<file path="config.mk">
export PLATFORM = sky130hd
export DESIGN_NAME = feature_window_3x3
export DESIGN_NICKNAME = d
export VERILOG_FILES = /design/src/rtl/feature_window_3x3.sv
export SDC_FILE = /design/constraint.sdc
export NUM_CORES = 1
export LEC_CHECK = 0
export CORE_ASPECT_RATIO = 0.9
export CORE_MARGIN = 3
export CORE_UTILIZATION = 53
export CTS_BUF_LIST = sky130_fd_sc_hd__clkbuf_8
export DETAILED_ROUTE_END_ITERATION = 7
export PLACE_DENSITY = 0.82
export RECOVER_POWER = 100
export SLEW_MARGIN = 40
export SYNTH_ARGS = -nofsm -noshare
export SYNTH_HDL_FRONTEND = slang
export SYNTH_SLANG_ARGS = --single-unit
export TNS_END_PERCENT = 10
</file>
<file path="constraint.sdc">
create_clock -name clk -period 16.3 [get_ports clk]
set_input_delay 1.63 -clock clk [delete_from_list [all_inputs] [get_ports clk]]
set_output_delay 1.63 -clock clk [all_outputs]
set_load 0.03 [all_outputs]
</file>
<file path="src/rtl/feature_window_3x3.sv">
// rtl/feature_window_3x3.sv - 3x3 sliding-window generator fed from the feature FWFT
// Two line buffers plus a 3x3 register window; emits one window per valid (no-pad, stride-1) position.
module feature_window_3x3 #(
  parameter int IMG_W  = 28,
  parameter int IMG_H  = 28,
  parameter int DATA_W = 8
) (
  input  logic                clk,
  input  logic                rst,
  input  logic [DATA_W-1:0]   in_feature,
  input  logic                in_valid,
  output logic                rd_en,
  output logic [9*DATA_W-1:0] win,
  output logic                win_valid,
  input  logic                win_ready,
  output logic                frame_done
);

  localparam int CW = $clog2(IMG_W);
  localparam int RW = $clog2(IMG_H);
  localparam logic [CW-1:0] COL_LAST = CW'(IMG_W - 1);
  localparam logic [RW-1:0] ROW_LAST = RW'(IMG_H - 1);

  logic [CW-1:0]     col;
  logic [RW-1:0]     row;
  logic [DATA_W-1:0] lb0 [IMG_W];
  logic [DATA_W-1:0] lb1 [IMG_W];
  logic [DATA_W-1:0] w   [9];

  logic adv;
  logic accept;
  logic last_col;
  logic last_row;
  logic pos_valid;

  assign adv       = ~win_valid | win_ready;
  assign rd_en     = rst & in_valid & adv;
  assign accept    = rd_en;
  assign last_col  = (col == COL_LAST);
  assign last_row  = (row == ROW_LAST);
  assign pos_valid = (row >= RW'(2)) && (col >= CW'(2));

  always_ff @(posedge clk) begin
    if (!rst) begin
      col <= '0;
      row <= '0;
    end else if (accept) begin
      if (last_col) begin
        col <= '0;
        row <= last_row ? '0 : row + RW'(1);
      end else begin
        col <= col + CW'(1);
      end
    end
  end

  // Line buffers carry no reset: their contents are only read after being rewritten this frame.
  always_ff @(posedge clk) begin
    if (accept) begin
      lb0[col] <= lb1[col];
      lb1[col] <= in_feature;
    end
  end

  always_ff @(posedge clk) begin
    if (!rst) begin
      for (int k = 0; k < 9; k++) w[k] <= '0;
    end else if (accept) begin
      w[0] <= w[1];
      w[1] <= w[2];
      w[2] <= lb0[col];
      w[3] <= w[4];
      w[4] <= w[5];
      w[5] <= lb1[col];
      w[6] <= w[7];
      w[7] <= w[8];
      w[8] <= in_feature;
    end
  end

  // Validity uses pre-increment counters, so col >= 2 keeps windows inside one row.
  always_ff @(posedge clk) begin
    if (!rst) begin
      win_valid  <= 1'b0;
      frame_done <= 1'b0;
    end else if (accept) begin
      win_valid  <= pos_valid;
      frame_done <= last_col & last_row;
    end else if (win_ready) begin
      win_valid  <= 1'b0;
      frame_done <= 1'b0;
    end
  end

  always_comb begin
    win = '0;
    for (int k = 0; k < 9; k++) win[DATA_W*k +: DATA_W] = w[k];
  end

endmodule

</file>
==> metrics.cfg <==
[outcome]
status=finished, violations left
violations=capacitance limit, slew limit

[sta]
layout_min_cycle_time_ns=7.96
relSlewSlack_pct=-174
setup_ws_ns=8.34
fin_worst_skew_ns=0.0382
timing.fmax_mhz=126
hold_violations=0
finalSetupViolations=0
rsz0062_at_grt=false
final.setup.tns_ns=0
drv_slew=424
tightest_slew_ns=4.11
period_share_pct=48.8

[clock_network]
cts_made_buffers=81
h-tree-depth=3
numClockSinks=537
cts_hold_buf=0
cts_setup_buffers=0
cts.path.max_buffers=3
cts_tree=yes
clk_latency_ns=0.63
post_cts_resized=0
clkSlewWorstSetupHoldPaths_ns=0.06
clock-root-buffer=clkbuf_8

[worst_setup_path]
worstPathCellList=clkbuf_1 -> nor2_1 -> a22oi_1 -> a21oi_1 -> a211oi_1 -> clkbuf_1
cp.required_ns=16.61
critPathKind=register to register
cp-start-kind=register
crit_path_max_incr_delay_ns=2.49
critPathArrivalTime_ns=8.27
path_common_cell=clkbuf_1
cp-end-kind=register
cp_slowest_cell=clkbuf_1
worstPathMaxFanout=51

[flow_run]
max_cap_viol_count=11

[floorplanning]
initial_core_util_pct=53.9
die_area_mm2=0.0416
num_rows=68
core_mm2=0.0385
die_w_um=215
io_pins=87
die_h_um=194

[yosys]
syn_inst=1101
yosys.area.top_type=edfxtp_1
syn-num-nets=1120
synth_cell_type_count=49
avgSynthCellArea_um2=18.9
synthArstFlopShare_pct=0
yosys_register_bits=537
netlist_top_cells_area=edfxtp_1 75%, mux4_2 6.7%, mux2i_1 5.0%
ys_warn_count=0
post-synth-top-area-fraction_pct=75.1
ys_top_cells_by_count=520 x edfxtp_1, 104 x mux2i_1, 62 x mux4_2
synth_most_common_cell=edfxtp_1
netlist_area_mm2=0.0208
seq_area_frac_synth_pct=76.7
synth_edf_count=520
synth_ff_type=edfxtp_1

[detailed_routing]
antenna_left=0
postRouteWirelength_mm=46.4
highest_layer=met4
met1Wirelength_mm=17.7
dr.pass1.iters=6
wl_met2_mm=21.3
routed_via_density=6.09
drc=0
vias=11200
wire_per_inst_um=25.2
dr_wl_met3_mm=5.77
drt_iter0_drc=1813

[worst_hold_path]
hp-class=register to register
hold_start=frame_done$_SDFFE_PN0P_

[final_layout]
n_antenna_cell=0
final_nets=1277
drive_above_1_share_pct=13.5
fin_area_mm2=0.0236
fillers=2648
area_growth_pct=13.3

[global_routing]
antenna_found_initial=0
grt_max_degree=75
grt_overflow=0
grt_pass1_wl_mm=69.8
grtUsageTotal_pct=22.4
grt_pass1_vias=11300

[power_and_ir_drop]
p_leak_nw=7.56
vdd_drop_max_mv=0.0568
p_per_area_mw_per_mm2=116

[place]
io_buffer_count=86
place_ws_ns=10.49
detailed_place_hpwl_mm=27.8
gp_congestion=0.851
placed_cell_area_mm2=0.0224

## logic make-up (layout without fill, tap and decap cells)
family,count (synthesis),in the layout,share of synthesized area [%]
compound gates,129,129,4.30
xor+xnor,1,1,0.0421
fa+ha+maj,7,7,0.421
buf+inv,69,284,1.78
flops,537,537,76.7
mux,172,172,12.0
simple gates,186,186,4.65
## worst max-delay path: cells and delay by family (launching register included)
kind / cells / cell delay, ns
AND/OR/NAND/NOR: 1 / 0.85
buffers and inverters: 2 / 3.09
AO/OA/AOI/OAI: 3 / 1.95
flip-flops: 1 / 1.67
## report_power, final
group          internal [W]  switching, W  total, W
logic             0.0000584      0.000125  0.000183
registers           0.00155     0.0000108   0.00156
clock network      0.000482      0.000497  0.000979
## metrics by stage
stage | total power [W] | utilization (%) | instances | hold slack, ns
2_1_floorplan | 0.00170 | - | 1101 | 0.466
3_3_place_gp | 0.00177 | 58.0 | 1698 | 0.464
3_5_place_dp | 0.00178 | 58.0 | 1700 | 0.472
4_1_cts | 0.00274 | 61.7 | 1841 | 0.480
5_1_grt | 0.00281 | 61.1 | 1841 | 0.503
6_report | 0.00272 | 61.1 | 1841 | 0.475
## worst paths after layout
kind	endpoint	slack, ns	cells past startpoint
max reg2reg	lb0[21][4]$_DFFE_PP_	8.34	6
min	frame_done$_SDFFE_PN0P_	0.48	2
max	lb0[21][4]$_DFFE_PP_	8.34	6
min reg2reg	frame_done$_SDFFE_PN0P_	0.48	2
## routing by layer
metal	vias to the layer above	global-route usage, %
li1	4739	-
met2	757	33.5
met5	-	0
met4	0	9.14
met3	127	5.92
met1	5583	31.8
## flip-flops by register name (all words and copies together) (netlist names), named ones only
signal      count
col             5
frame_done      1
lb0           224
lb1           224
row             5
w              72
win_valid       1
## cells in the final DEF (no fill, tap or decap), drive strengths merged, types with 4 or more instances in the layout
cell type,n
edfxtp,520
o21ai,21
dfxtp,17
clkbuf,129
mux4,62
a2bb2oi,6
a22oi,24
a221oi,16
nand4,6
clkinv,24
and2,60
mux2,6
buf,7
ha,7
a2111oi,4
inv,42
nor2b,9
dlygate4sd3,79
nand3,18
mux2i,104
a31oi,10
a311oi,6
nand2,37
a211oi,6
a21oi,25
nor2,38
## area by class of cell
type | count | area (µm²) | area share (%)
flip-flops and latches | 537 | 16000 | 67.8
multi-input cells | 495 | 4460 | 18.9
clock buffers | 85 | 1170 | 4.97
repair buffers | 130 | 1020 | 4.31
well taps | 525 | 657 | 2.79
clock inverters | 56 | 245 | 1.04
inverters | 13 | 48.8 | 0.207
Note: power is estimated with default switching activity, not from simulation.
